File: src/rtl/sram_arb_pkg.sv
// Shared types for the SRAM read/write arbiter: response-state encoding and
// the width helper for the write-starvation counter.
// No ports; imported by the arbiter top and the read-response holding stage.
package sram_arb_pkg;

   typedef enum logic [1:0] {
      IDLE     = 2'd0,   // no read response outstanding
      INFLIGHT = 2'd1,   // read issued last cycle, data comes straight from the macro
      HELD     = 2'd2    // response stalled, data parked in hold_q
   } resp_st_e;

   // Counter width able to represent 0..max_cnt inclusive.
   function automatic int starve_w(input int max_cnt);
      return $clog2(max_cnt + 1);
   endfunction

endpackage

File: src/rtl/sram_rw_arbiter_if.sv
// Bundle of requester handshakes and macro RW0 signals around the arbiter.
// slave: arbiter view (takes requests, drives the macro, returns read data).
// master: environment view (requesters, response sink and the SRAM macro).
interface sram_rw_arbiter_if #(
   parameter int ADDR_W = 8,
   parameter int DATA_W = 48,
   parameter int MASK_W = 8
);
   logic              rd_req_valid;
   logic              rd_req_ready;
   logic [ADDR_W-1:0] rd_req_addr;
   logic              rd_resp_valid;
   logic              rd_resp_ready;
   logic [DATA_W-1:0] rd_resp_data;
   logic              wr_req_valid;
   logic              wr_req_ready;
   logic [ADDR_W-1:0] wr_req_addr;
   logic [DATA_W-1:0] wr_req_data;
   logic [MASK_W-1:0] wr_req_mask;
   logic              sram_en;
   logic              sram_wmode;
   logic [ADDR_W-1:0] sram_addr;
   logic [DATA_W-1:0] sram_wdata;
   logic [MASK_W-1:0] sram_wmask;
   logic [DATA_W-1:0] sram_rdata;

   modport slave (
      input  rd_req_valid, rd_req_addr, rd_resp_ready,
      input  wr_req_valid, wr_req_addr, wr_req_data, wr_req_mask,
      input  sram_rdata,
      output rd_req_ready, rd_resp_valid, rd_resp_data, wr_req_ready,
      output sram_en, sram_wmode, sram_addr, sram_wdata, sram_wmask
   );

   modport master (
      output rd_req_valid, rd_req_addr, rd_resp_ready,
      output wr_req_valid, wr_req_addr, wr_req_data, wr_req_mask,
      output sram_rdata,
      input  rd_req_ready, rd_resp_valid, rd_resp_data, wr_req_ready,
      input  sram_en, sram_wmode, sram_addr, sram_wdata, sram_wmask
   );
endinterface

File: src/rtl/sram_rd_resp_hold.sv
// Read-response stage: absorbs the macro's 1-cycle read latency and parks data when stalled.
// Latency: response valid the cycle after rd_issue, data passed through from sram_rdata.
// Backpressure: on !rd_resp_ready the data is captured into hold_q; rd_ok drops until accepted.
// Ports: clock/reset, rd_issue (read granted this cycle), rd_resp_ready, sram_rdata in;
//        rd_ok, rd_resp_valid, rd_resp_data out.
module sram_rd_resp_hold
   import sram_arb_pkg::*;
#(
   parameter int DATA_W = 48
) (
   input  logic              clock,
   input  logic              reset,
   input  logic              rd_issue,
   input  logic              rd_resp_ready,
   input  logic [DATA_W-1:0] sram_rdata,
   output logic              rd_ok,
   output logic              rd_resp_valid,
   output logic [DATA_W-1:0] rd_resp_data
);

   resp_st_e          resp_st_q, resp_st_d;
   logic [DATA_W-1:0] hold_q, hold_d;

   // State register
   always_ff @(posedge clock) begin
      if (reset) begin
         resp_st_q <= IDLE;
         hold_q    <= '0;
      end else begin
         resp_st_q <= resp_st_d;
         hold_q    <= hold_d;
      end
   end

   // Next state
   always_comb begin
      resp_st_d = resp_st_q;
      hold_d    = hold_q;
      case (resp_st_q)
         IDLE: begin
            if (rd_issue) resp_st_d = INFLIGHT;
         end
         INFLIGHT: begin
            // Macro output is only valid this one cycle, so park it if not taken.
            if (!rd_resp_ready) begin
               resp_st_d = HELD;
               hold_d    = sram_rdata;
            end else begin
               resp_st_d = rd_issue ? INFLIGHT : IDLE;
            end
         end
         HELD: begin
            if (rd_resp_ready) resp_st_d = rd_issue ? INFLIGHT : IDLE;
         end
         default: resp_st_d = IDLE;
      endcase
   end

   // Outputs
   always_comb begin
      // A slot frees up in the same cycle the current response is accepted.
      rd_ok         = (resp_st_q == IDLE) || rd_resp_ready;
      // Reset is synchronous, so mask the stale state during the reset cycle itself.
      rd_resp_valid = (resp_st_q != IDLE) && !reset;
      rd_resp_data  = (resp_st_q == HELD) ? hold_q : sram_rdata;
   end

endmodule

File: src/rtl/sram_rw_arbiter.sv
// Arbitrates one reader and one writer onto a single-port byte-masked SRAM RW0 port.
// Latency: grant is combinational in the request cycle; read data returns one cycle later.
// Backpressure: reads stall while a response is unaccepted; writes win after WR_STARVE_MAX lost conflicts.
// Ports: clock, reset (sync, active-high), bus (slave view: request/response handshakes and macro pins).
module sram_rw_arbiter
   import sram_arb_pkg::*;
#(
   parameter int ADDR_W        = 8,
   parameter int DATA_W        = 48,
   parameter int MASK_W        = 8,
   parameter int WR_STARVE_MAX = 4
) (
   input  logic              clock,
   input  logic              reset,
   sram_rw_arbiter_if.slave  bus
);

   localparam int STARVE_W = starve_w(WR_STARVE_MAX);

   logic [STARVE_W-1:0] starve_cnt_q, starve_cnt_d;
   logic [ADDR_W-1:0]   addr_q, addr_d;
   logic [DATA_W-1:0]   wdata_q, wdata_d;
   logic                rd_ok, rd_elig, wr_elig, starved, rd_gnt, wr_gnt;
   logic                sram_en, sram_wmode;
   logic [MASK_W-1:0]   sram_wmask;

   always_ff @(posedge clock) begin
      if (reset) begin
         starve_cnt_q <= '0;
         addr_q       <= '0;
         wdata_q      <= '0;
      end else begin
         starve_cnt_q <= starve_cnt_d;
         addr_q       <= addr_d;
         wdata_q      <= wdata_d;
      end
   end

   // Grant and starvation counter
   always_comb begin
      rd_elig = !reset && bus.rd_req_valid && rd_ok;
      wr_elig = !reset && bus.wr_req_valid;
      starved = (starve_cnt_q == STARVE_W'(WR_STARVE_MAX));
      rd_gnt  = rd_elig && !(wr_elig && starved);
      wr_gnt  = wr_elig && !rd_gnt;

      starve_cnt_d = starve_cnt_q;
      if (!bus.wr_req_valid || wr_gnt)
         starve_cnt_d = '0;
      else if (rd_gnt && !starved)
         starve_cnt_d = starve_cnt_q + STARVE_W'(1);
   end

   // Macro drive. Address and write data only move on an actual access so the
   // macro pins stay quiet in idle cycles.
   always_comb begin
      addr_d     = addr_q;
      wdata_d    = wdata_q;
      sram_en    = 1'b0;
      sram_wmode = 1'b0;
      sram_wmask = '0;
      if (rd_gnt) begin
         sram_en = 1'b1;
         addr_d  = bus.rd_req_addr;
      end else if (wr_gnt && (|bus.wr_req_mask)) begin
         // A zero-mask write is still handshaked but never touches the macro.
         sram_en    = 1'b1;
         sram_wmode = 1'b1;
         sram_wmask = bus.wr_req_mask;
         addr_d     = bus.wr_req_addr;
         wdata_d    = bus.wr_req_data;
      end
   end

   assign bus.rd_req_ready = rd_gnt;
   assign bus.wr_req_ready = wr_gnt;
   assign bus.sram_en      = sram_en;
   assign bus.sram_wmode   = sram_wmode;
   assign bus.sram_wmask   = sram_wmask;
   assign bus.sram_addr    = addr_d;
   assign bus.sram_wdata   = wdata_d;

   sram_rd_resp_hold #(.DATA_W(DATA_W)) u_hold (
      .clock        (clock),
      .reset        (reset),
      .rd_issue     (rd_gnt),
      .rd_resp_ready(bus.rd_resp_ready),
      .sram_rdata   (bus.sram_rdata),
      .rd_ok        (rd_ok),
      .rd_resp_valid(bus.rd_resp_valid),
      .rd_resp_data (bus.rd_resp_data)
   );

endmodule

File: src/flat_wrapper.sv
// flat-port wrapper written by rule: the top's interface ports become plain ports
module sram_rw_arbiter_flat import sram_arb_pkg::*;
#(
   parameter int ADDR_W        = 8,
   parameter int DATA_W        = 48,
   parameter int MASK_W        = 8,
   parameter int WR_STARVE_MAX = 4
)
  (clock, reset, bus_rd_req_valid, bus_rd_req_addr, bus_rd_resp_ready, bus_wr_req_valid, bus_wr_req_addr, bus_wr_req_data, bus_wr_req_mask, bus_sram_rdata, bus_rd_req_ready, bus_rd_resp_valid, bus_rd_resp_data, bus_wr_req_ready, bus_sram_en, bus_sram_wmode, bus_sram_addr, bus_sram_wdata, bus_sram_wmask);
  sram_rw_arbiter_if #(.ADDR_W(ADDR_W), .DATA_W(DATA_W), .MASK_W(MASK_W)) bus_i ();
  input  logic clock;
  input  logic reset;
  input wire logic [$bits(bus_i.rd_req_valid)-1:0] bus_rd_req_valid;
  input wire logic [$bits(bus_i.rd_req_addr)-1:0] bus_rd_req_addr;
  input wire logic [$bits(bus_i.rd_resp_ready)-1:0] bus_rd_resp_ready;
  input wire logic [$bits(bus_i.wr_req_valid)-1:0] bus_wr_req_valid;
  input wire logic [$bits(bus_i.wr_req_addr)-1:0] bus_wr_req_addr;
  input wire logic [$bits(bus_i.wr_req_data)-1:0] bus_wr_req_data;
  input wire logic [$bits(bus_i.wr_req_mask)-1:0] bus_wr_req_mask;
  input wire logic [$bits(bus_i.sram_rdata)-1:0] bus_sram_rdata;
  output wire logic [$bits(bus_i.rd_req_ready)-1:0] bus_rd_req_ready;
  output wire logic [$bits(bus_i.rd_resp_valid)-1:0] bus_rd_resp_valid;
  output wire logic [$bits(bus_i.rd_resp_data)-1:0] bus_rd_resp_data;
  output wire logic [$bits(bus_i.wr_req_ready)-1:0] bus_wr_req_ready;
  output wire logic [$bits(bus_i.sram_en)-1:0] bus_sram_en;
  output wire logic [$bits(bus_i.sram_wmode)-1:0] bus_sram_wmode;
  output wire logic [$bits(bus_i.sram_addr)-1:0] bus_sram_addr;
  output wire logic [$bits(bus_i.sram_wdata)-1:0] bus_sram_wdata;
  output wire logic [$bits(bus_i.sram_wmask)-1:0] bus_sram_wmask;
  assign bus_i.rd_req_valid = bus_rd_req_valid;
  assign bus_i.rd_req_addr = bus_rd_req_addr;
  assign bus_i.rd_resp_ready = bus_rd_resp_ready;
  assign bus_i.wr_req_valid = bus_wr_req_valid;
  assign bus_i.wr_req_addr = bus_wr_req_addr;
  assign bus_i.wr_req_data = bus_wr_req_data;
  assign bus_i.wr_req_mask = bus_wr_req_mask;
  assign bus_i.sram_rdata = bus_sram_rdata;
  assign bus_rd_req_ready = bus_i.rd_req_ready;
  assign bus_rd_resp_valid = bus_i.rd_resp_valid;
  assign bus_rd_resp_data = bus_i.rd_resp_data;
  assign bus_wr_req_ready = bus_i.wr_req_ready;
  assign bus_sram_en = bus_i.sram_en;
  assign bus_sram_wmode = bus_i.sram_wmode;
  assign bus_sram_addr = bus_i.sram_addr;
  assign bus_sram_wdata = bus_i.sram_wdata;
  assign bus_sram_wmask = bus_i.sram_wmask;
  sram_rw_arbiter #(.ADDR_W(ADDR_W), .DATA_W(DATA_W), .MASK_W(MASK_W), .WR_STARVE_MAX(WR_STARVE_MAX)) u_core (.clock(clock), .reset(reset), .bus(bus_i));
endmodule
File: config.mk
export PLATFORM = sky130hd
export DESIGN_NAME = sram_rw_arbiter_flat
export DESIGN_NICKNAME = d
export VERILOG_FILES = /design/src/rtl/sram_arb_pkg.sv /design/src/rtl/sram_rw_arbiter_if.sv /design/src/rtl/sram_rd_resp_hold.sv /design/src/rtl/sram_rw_arbiter.sv /design/src/flat_wrapper.sv
export SDC_FILE = /design/constraint.sdc
export NUM_CORES = 1
export LEC_CHECK = 0
export ABC_AREA = 1
export BUFFER_PORTS_ARGS = -buffer_cell sky130_fd_sc_hd__buf_2
export CAP_MARGIN = 20
export CORE_ASPECT_RATIO = 1.5
export CORE_UTILIZATION = 47
export CTS_CLUSTER_SIZE = 14
export DETAILED_ROUTE_END_ITERATION = 10
export GPL_TIMING_DRIVEN = 0
export PLACE_DENSITY_LB_ADDON = 0.08
export SYNTH_ARGS = -nofsm -noshare
export SYNTH_HDL_FRONTEND = slang
export SYNTH_HIERARCHICAL = 1
export SYNTH_SLANG_ARGS = --single-unit
File: constraint.sdc
create_clock -name clock -period 1.9 [get_ports clock]
set_input_delay 0.095 -clock clock [delete_from_list [all_inputs] [get_ports clock]]
set_output_delay 0.095 -clock clock [all_outputs]
set_load 0.02 [all_outputs]
Word-level counts from Yosys, hierarchy flattened
Index checks and enable logic that the tools add are counted.
Widths: inputs -> output; s select.

cells by class
  reductions and logical operators = 22
  add/sub/neg operators = 1
  muxes and demuxes = 15
  bitwise logic cells = 1
  eq/ne operators = 5

operators by type and width
  operator             number
  $mux 48              3
  $mux 8               4
  $logic_and 1x1->1    9
  $reduce_or 8->1      1
  $mux 2               3
  $pmux 2 s3           1
  $logic_not 1->1      5
  $mux 1               4
  $ne 2x2->1 const B   2
  $reduce_and 2->1     2
  $add 3x1->3 const B  1
  $eq 3x3->1 const B   1
  $eq 2x1->1 const B   1
  $eq 2x2->1 const B   1
  $logic_not 2->1      1
  $logic_or 1x1->1     2
  $reduce_bool 2->1    1
  $reduce_or 2->1      1
  $not 1->1            1

storage, ports and cells
  output and inout bits = 117
  input port bits = 125
  logic and storage cells = 49
  bits in registers = 109

Longest topological paths before layout
Gate-level depths: netlist (run 1).

  depth in word-level cells = 10
  gate-level depth with buffers = 12

Modules after synthesis
The synthesis (run 1) kept the hierarchy.

by module, submodules not included
  module             area an instance (um^2)  times used  cells each
  sram_rw_arbiter    2736.4                   1           426
  sram_rd_resp_hold  2561.2                   1           425

Worst setup path before layout (run 1)
Ideal clock, no wire load.

  kind = register to output
  start point = register u_core.u_hold.resp_st_q[1]
  end point = output port bus_sram_wdata[10]
  arrival = 1565 ps
  cell stages (with the launch flop) = 13
  required time = 1805 ps
  slack = 240 ps
  cell sequence = dfxtp_1 nor2_1 nor2_1 inv_1 nand3_1 nor2_2 nor2_8 nand2_4 buf_6 buf_6 nand2_1 o21ai_1 inv_1

between the ends
  longest elaborated chain between the ends = 9

ends and longest elaborated chain
  item                    RTL line                 source
  start, declared         sram_rd_resp_hold.sv:21  resp_st_e resp_st_q, resp_st_d;
  start signal, assigned  sram_rd_resp_hold.sv:30  resp_st_q <= resp_st_d;
  $logic_not 2->1         sram_rd_resp_hold.sv:62  rd_ok = (resp_st_q == IDLE) || rd_resp_ready;
  $logic_or 1x1->1        sram_rd_resp_hold.sv:62
  via u_core.rd_ok        sram_rw_arbiter.sv:23    logic rd_ok, rd_elig, wr_elig, starved, rd_gnt, wr_gnt;
  $logic_and 1x1->1       sram_rw_arbiter.sv:41    rd_elig = !reset && bus.rd_req_valid && rd_ok;
  $logic_and 1x1->1       sram_rw_arbiter.sv:44    rd_gnt = rd_elig && !(wr_elig && starved);
  $logic_not 1->1         sram_rw_arbiter.sv:45    wr_gnt = wr_elig && !rd_gnt;
  $logic_and 1x1->1       sram_rw_arbiter.sv:45
  via bus_wr_req_ready    flat_wrapper.sv:24       output wire logic [$bits(bus_i.wr_req_ready)-1:0] bus_wr_req_ready;
  $logic_and 1x1->1       sram_rw_arbiter.sv:65    end else if (wr_gnt && (|bus.wr_req_mask)) begin
  $mux 48                 sram_rw_arbiter.sv:65
  $mux 48                 sram_rw_arbiter.sv:62    if (rd_gnt) begin
  end, declared           flat_wrapper.sv:28       output wire logic [$bits(bus_i.sram_wdata)-1:0] bus_sram_wdata;

The timed path passes the listed nets, and every way through them passes these cells.

Worst setup path after layout (run 1)
  start point = register u_core.u_hold.resp_st_q[1]
  end point = output port bus_sram_wdata[28]

between the ends
  longest elaborated chain between the ends = 9

ends and longest elaborated chain
  item                 RTL line
  $logic_not 2->1 *    sram_rd_resp_hold.sv:62
  $logic_or 1x1->1 *   sram_rd_resp_hold.sv:62
  via u_core.rd_ok     sram_rw_arbiter.sv:23
  $logic_and 1x1->1 *  sram_rw_arbiter.sv:41
  $logic_and 1x1->1 *  sram_rw_arbiter.sv:44
  $logic_not 1->1      sram_rw_arbiter.sv:45
  $logic_and 1x1->1    sram_rw_arbiter.sv:45
  $logic_and 1x1->1    sram_rw_arbiter.sv:65
  $mux 48              sram_rw_arbiter.sv:65
  $mux 48 *            sram_rw_arbiter.sv:62

The timed path passes the listed nets; every way through them passes the cells marked *.

==> results of run 1 <==
[layout make-up]
cell class / instances / area, um^2 / area share [%]
Buffer: 43 / 365 / 4.06
Clock buffer: 11 / 253 / 2.81
Clock inverter: 5 / 57.6 / 0.639
Inverter: 180 / 676 / 7.51
Multi-Input combinational cell: 519 / 2580 / 28.7
Sequential cell: 109 / 2190 / 24.3
Tap cell: 147 / 184 / 2.04
Timing Repair Buffer: 354 / 2690 / 29.9
[routing by layer]
layer	up-vias	global-route usage [%]	share of wire [%]
met5	-	0	0
met4	0	12.0	4.1
met3	70	7.20	7.8
met2	325	53.2	53
met1	2928	26.9	35
li1	3194	-	-
[layout by cell type, fill, tap and decap left out, types with 30 or more instances in the layout]
cell	instances
inv_1	163
dfxtp_1	105
nand2_1	177
nor2_1	176
buf_6	66
buf_2	186
buf_4	51
nand2_2	30
o21ai_2	44
dlygate4sd3_1	63
[worst paths after layout]
check,end,from,slack [ps]
worst max-delay path,bus_sram_wdata[28],u_core/u_hold/resp_st_q[1]$_SDFFE_PP0P_,-310
worst min-delay path,u_core/wdata_q[24]$_SDFF_PP0_,bus_wr_req_data[24],-10
worst max register to register,u_core/wdata_q[2]$_SDFF_PP0_,u_core/starve_cnt_q[0]$_SDFFE_PP0P_,-170
worst min register to register,u_core/u_hold/hold_q[19]$_SDFFE_PP0P_,u_core/u_hold/hold_q[19]$_SDFFE_PP0P_,510
[stage by stage]
stage / cell area [um^2] / cells / util, %
4_1_cts: 8220 / 1346 / 74.7
5_1_grt: 9000 / 1368 / 81.9
3_5_place_dp: 6690 / 1239 / 60.8
3_3_place_gp: 6690 / 1239 / 60.8
6_report: 9000 / 1368 / 81.9
2_1_floorplan: 5300 / 851 / -
[state kept, by name, summed over array words and instances, names as in the netlist]
name	count
u_core/addr_q	8
u_core/starve_cnt_q	3
u_core/u_hold/hold_q	48
u_core/u_hold/resp_st_q	2
u_core/wdata_q	48
[critical path: cells and delay by family (launching register included)]
family                 cells  cell delay (ps)
AO/OA/AOI/OAI              1              140
buffers and inverters      5              600
flip-flops                 1              360
AND/OR/NAND/NOR            7              640
[logic make-up (layout without fill, tap and decap cells)]
logic type      count (synthesis)  count (layout)  share of synthesized area [%]
fa+ha+maj                       2               2                          0.472
flops                         109             109                           41.2
simple gates                  418             418                           30.5
compound gates                 98              98                           9.38
buf+inv                       223             593                           18.3
xor+xnor                        1               1                          0.165
[power groups by stage]
stage,clock network (mW),logic [mW],registers (mW)
2_1_floorplan,0,0.737,2.48
3_3_place_gp,0,1.16,2.48
3_5_place_dp,0,1.17,2.48
4_1_cts,1.98,1.45,2.43
5_1_grt,2.10,1.96,2.45
6_report,1.98,1.84,2.44
[repair_timing]
| action | 4_1_cts | 5_1_grt |
|---|---|---|
| cloned | 4 | 4 |
| endpoints found under the hold margin | 63 | 0 |
| setup endpoints to repair | 67 | 70 |
| buffers inserted | 24 | 19 |
| gates resized for setup | 110 | 189 |
| pin swaps | 6 | 6 |
| hold buffers | 63 | 0 |
==> metrics.yaml, run 1 <==
synth:
  ys_ff_latch: 109
  synthTopCellsByArea: "dfxtp_1 (41%), nand2_1 (15%), nor2_1 (13%)"
  synth_ff_type: "dfxtp_1"
  synth_edf_count: 0
  yosys_warnings: 6
  synth.most_common_cell: "nand2_1"
  synth_area_leader_cell: "dfxtp_1"
  yosys-top-cells-count: "nand2_1 (213), nor2_1 (190), inv_1 (176), dfxtp_1 (109), o21ai_1 (65)"
  synth.avg_cell_area_um2: 6.23
  synthCells: 851
  synthArstFlopShare_pct: 0
  ys_seq_area_share_pct: 41.2
  synth_cell_type_count: 21
  netlist_area_um2: 5300
  syn_nets: 978
  synth_top_cell_area_share_pct: 41.2
worst_setup_path:
  crit_chain: "nor2_4 -> nor2_2 -> inv_1 -> nand3_2 -> nor2_4 -> nor2_8 -> nand2_8 -> buf_12 -> buf_12 -> nand2_1 -> o21ai_1 -> inv_1 -> buf_6"
  worstPathRequired_ps: 1800
  crit_fanout: 8
  critPathCaptureType: "primary output"
  cp.arrival_ps: 2110
  slowest_delay_ps: 360
  path_class: "reg -> out"
  reg2regPathDepth: 16
  crit_path_start_kind: "flop"
  slowest_stage: "dfxtp_4"
power:
  internal_power_mw: 4.32
  switching_share_pct: 30.9
  power_frac_comb_pct: 29.4
  total_power_mw: 6.26
  pwr-share-seq_pct: 39.0
  p_sw_mw: 1.93
  p_per_area_nw_per_um2: 695
  power_frac_clock_pct: 31.6
  p_leak_nw: 5.05
  ir_worst_vdd_uv: 692
clocking:
  cts_buffer_depth: 2
  clkTransAtPathRegs_ps: 80
  clk-insertion-delay-late_ps: 350
  htree_levels: 3
  clkSinkCount: 109
  root_buffer: "clkbuf_16"
  cts_tree: "done"
  cts_buffers: 9
status:
  status: "finished, violations left"
  violations: "negative hold slack, negative setup slack"
floorplanning:
  fp.dieH_um: 132
  num_rows: 47
  dieArea_um2: 11700
  io_pins: 242
  initial_core_util_pct: 48.2
  core_um2: 11000
  die_w_um: 88.7
placement:
  portBuffers: 241
  place_congestion: 0.794
  dp_hpwl_um: 10500
  place_ws_ps: -74.9
global_routing:
  grt_pass1_wl_um: 25800
  track_usage_pct: 27.9
  overflow: 0
  antenna_found_initial: 0
  grt_pass1_vias: 5869
  grt_max_degree: 18
timing:
  period_share_pct: 116
  max_freq_mhz: 453
  rsz0062_at_grt: "true"
  slew_headroom_pct: 60.6
  fin_crit_ps: 2210
  finalSetupViolations: 69
  slew_violations: 0
  report.final.hold_viol_count: 1
  tns_ps: -11920
  fin_skew_ps: 11.2
  fin_ws_ps: -306
  hold_ws_ps: -11.5
  worstMarginPinSlew_ps: 592
routing:
  dr.pass1.iters: 5
  drc: 0
  routedWlPerCell_um: 14.8
  drt_iter0_drc: 367
  vias: 6517
  routed_wl_um: 20300
  drt-vias-per-instance: 4.76
  antenna_left: 0
hold_path:
  hold_depth: 3
  hold_class: "in -> reg"
flow_run:
  drv_cap: 0
finish:
  drive_above_1_share_pct: 38.1
  area_growth_pct: 69.9
  fill_cells: 709
  diodes: 0
  fin_nets: 1343
Power figures use the tool's default switching activity.
==> run 2, diff against run 1 <==
--- a/config.mk
+++ b/config.mk
@@ -9,10 +9,10 @@
 export BUFFER_PORTS_ARGS = -buffer_cell sky130_fd_sc_hd__buf_2
 export CAP_MARGIN = 20
 export CORE_ASPECT_RATIO = 1.5
-export CORE_UTILIZATION = 47
+export CORE_UTILIZATION = 49
+export CTS_BUF_LIST = sky130_fd_sc_hd__clkbuf_8
 export CTS_CLUSTER_SIZE = 14
 export DETAILED_ROUTE_END_ITERATION = 10
-export GPL_TIMING_DRIVEN = 0
 export PLACE_DENSITY_LB_ADDON = 0.08
 export SYNTH_ARGS = -nofsm -noshare
 export SYNTH_HDL_FRONTEND = slang
==> run 2 against run 1 <==
Net effect: the run ends with design-rule violations, negative setup slack left; sequential share of layout area increased by 1.3 points; wire length shrank 15%; sequential power hardly changed; via count is 5.6% lower; worst setup slack better by 83 ps; non-clock buffer count decreased by 35; first-iteration DRC count is 16% lower; hold slack gained 28 ps; global-route usage decreased by 1.6 points; flip-flop and latch count did not move; core utilization down 0.81 points; critical path type unchanged; highest routed layer unchanged.
==> metrics.yaml, run 2 (synthesis results as in run 1) <==
status:
  status: "finished, violations left"
  violations: "design-rule violations, negative setup slack"
power:
  ir_worst_vdd_uv: 536  # -23%
  p_per_area_nw_per_um2: 660  # -5.1%
  total_power_mw: 5.63  # -10%
  p_leak_nw: 4.86  # -3.7%
clocking:
  root_buffer: "clkbuf_8"
  clkSinkCount: 109  # unchanged
  cts_buffer_depth: 2  # unchanged
  clkTransAtPathRegs_ps: 100  # +20 ps
  cts_tree: "done"
  clk-insertion-delay-late_ps: 370  # +20 ps
  cts_buffers: 9  # unchanged
  htree_levels: 3  # unchanged
floorplanning:
  die_w_um: 86.9  # -2.0%
  core_um2: 10500  # -4.2%
  num_rows: 46  # -2.1%
  io_pins: 242  # unchanged
  dieArea_um2: 11200  # -4.0%
  initial_core_util_pct: 50.3  # +2.1 points
  fp.dieH_um: 129  # -2.0%
placement:
  placed_cell_area_um2: 6540  # -2.2%
  place_congestion: 0.785  # -1.1%
  dp_cells: 1205  # -2.7%
  portBuffers: 241  # unchanged
  dp_hpwl_um: 8740  # -16%
  place_ws_ps: 75.3  # +150 ps
timing:
  max_freq_mhz: 471  # +3.9%
  fin_crit_ps: 2120  # -83.4 ps
  slew_headroom_pct: 58.8  # -1.8 points
  hold_ws_ps: 16.5  # +28.0 ps
  period_share_pct: 112  # -4.4 points
  slew_violations: 0  # unchanged
  tns_ps: -10360  # +1560 ps
  worstMarginPinSlew_ps: 618  # +26.7 ps
  fin_ws_ps: -222  # +83.4 ps
  rsz0062_at_grt: "true"
  report.final.hold_viol_count: 0  # -1
  finalSetupViolations: 65  # -5.8%
  fin_skew_ps: 12.1  # +0.951 ps
global_routing:
  track_usage_pct: 26.2  # -1.6 points
  grt_max_degree: 97  # +79
  grt_pass1_vias: 5407  # -7.9%
  antenna_found_initial: 1  # +1
  overflow: 0  # unchanged
  grt_pass1_wl_um: 23400  # -9.2%
worst_setup_path:
  worstPathRequired_ps: 1800  # about the same
  crit_fanout: 21  # +13
  critPathCaptureType: "primary output"
  crit_path_start_kind: "flop"
  cp.arrival_ps: 2030  # -80 ps
  path_class: "reg -> out"
  cpMostUsedCell: "nor2_4"
  slowest_stage: "dfxtp_2"
  slowest_delay_ps: 340  # -20 ps
  crit_chain: "inv_2 -> ha_4 -> nand2_4 -> nor2_4 -> nor2_4 -> nor2_8 -> nand2_8 -> buf_16 -> o21ai_2 -> inv_1 -> buf_2"
finish:
  fill_cells: 683  # -3.7%
  layout_commonest_cell: "buf_2"
  fin_nets: 1309  # -2.5%
  reg_top3: "u_core/u_hold/hold_q: 48 flops, u_core/wdata_q: 48 flops, u_core/addr_q: 8 flops"
  most-common-layout-cells: "buf_2 (213), nand2_1 (204), nor2_1 (174), inv_1 (165), dfxtp_1 (105)"
  drive_above_1_share_pct: 32.4  # -5.6 points
  post-route-cell-area_um2: 8540  # -5.2%
  post-route-util_pct: 81.0  # -0.81 points
  area_growth_pct: 61.1
  instances_no_fill: 1332  # -2.6%
routing:
  vias: 6155  # -5.6%
  drt_iter0_drc: 309  # -16%
  antenna_left: 0  # unchanged
  routed_wl_um: 17100  # -15%
  drc: 1  # +1
  routedWlPerCell_um: 12.9  # -13%
  drt-vias-per-instance: 4.62  # -3.0%
  dr.pass1.iters: 8  # +3
flow_run:
  drv_cap: 0  # unchanged
hold_path:
  hold_class: "in -> reg"
## run 2: changes by cell type in the layout (fill, tap and decap cells not counted), moves of 8 or more
cell | previous run | this run
buf_6 | 66 | 20
buf_2 | 186 | 213
dlygate4sd3_1 | 63 | 90
nand2_1 | 177 | 204
buf_4 | 51 | 25
nand2_2 | 30 | 5
clkbuf_1 | 11 | 0
clkbuf_16 | 13 | 4
clkbuf_8 | 2 | 11
o21ai_2 | 44 | 36
## run 2: where the power goes
group,switching [mW],total [mW],internal (mW)
Clock,0.775,1.59,0.818
Sequential,0.0329,2.43,2.40
Combinational,0.921,1.60,0.682
## run 2: cell type report
| cell class | count | area, um^2 | share of cell area [%] |
|---|---|---|---|
| well taps | 144 | 180 | 2.11 |
| repair buffers | 362 | 2690 | 31.5 |
| clock inverters | 5 | 82.6 | 0.967 |
| multi-input cells | 520 | 2570 | 30.1 |
| inverters | 180 | 678 | 7.94 |
| clock buffers | 11 | 151 | 1.77 |
| diodes | 1 | 2.50 | 0.0293 |
| flip-flops and latches | 109 | 2190 | 25.6 |
## run 2: path summary, 6_finish.rpt
check	from	to	slack [ps]	cells after the start
hold reg to reg	u_core/u_hold/hold_q[31]$_SDFFE_PP0P_	u_core/u_hold/hold_q[31]$_SDFFE_PP0P_	520	4
setup reg to reg	u_core/starve_cnt_q[0]$_SDFFE_PP0P_	u_core/wdata_q[0]$_SDFF_PP0_	210	11
setup / recovery	u_core/starve_cnt_q[0]$_SDFFE_PP0P_	bus_sram_wdata[3]	-220	11
hold / removal	bus_wr_req_data[22]	u_core/wdata_q[22]$_SDFF_PP0_	20	3
## run 2: critical path, delay by kind of cell, from the launching register on
kind / cells / cell delay (ps)
compound gates: 1 / 160
fa+ha+maj: 1 / 130
buf+inv: 4 / 490
flops: 1 / 340
simple gates: 5 / 530
## run 2: routing by layer
| metal | vias up | GRT usage, % | wire length (um) |
|---|---|---|---|
| met2 | 242 | 48.9 | 9130 |
| met3 | 44 | 5.92 | 1140 |
| met4 | 0 | 12.8 | 541 |
| met1 | 2737 | 27.2 | 6310 |
| li1 | 3132 | - | - |
| met5 | - | 0 | 0 |
## run 2: repair_timing
action / in CTS / in global routing
setup buffers: 13 / 2
hold endpoints to repair: 90 / 0
gates resized for setup: 104 / 76
pin swaps: 9 / 12
hold buffers: 90 / 0
gates cloned: 2 / 5
setup endpoints to repair: 66 / 68
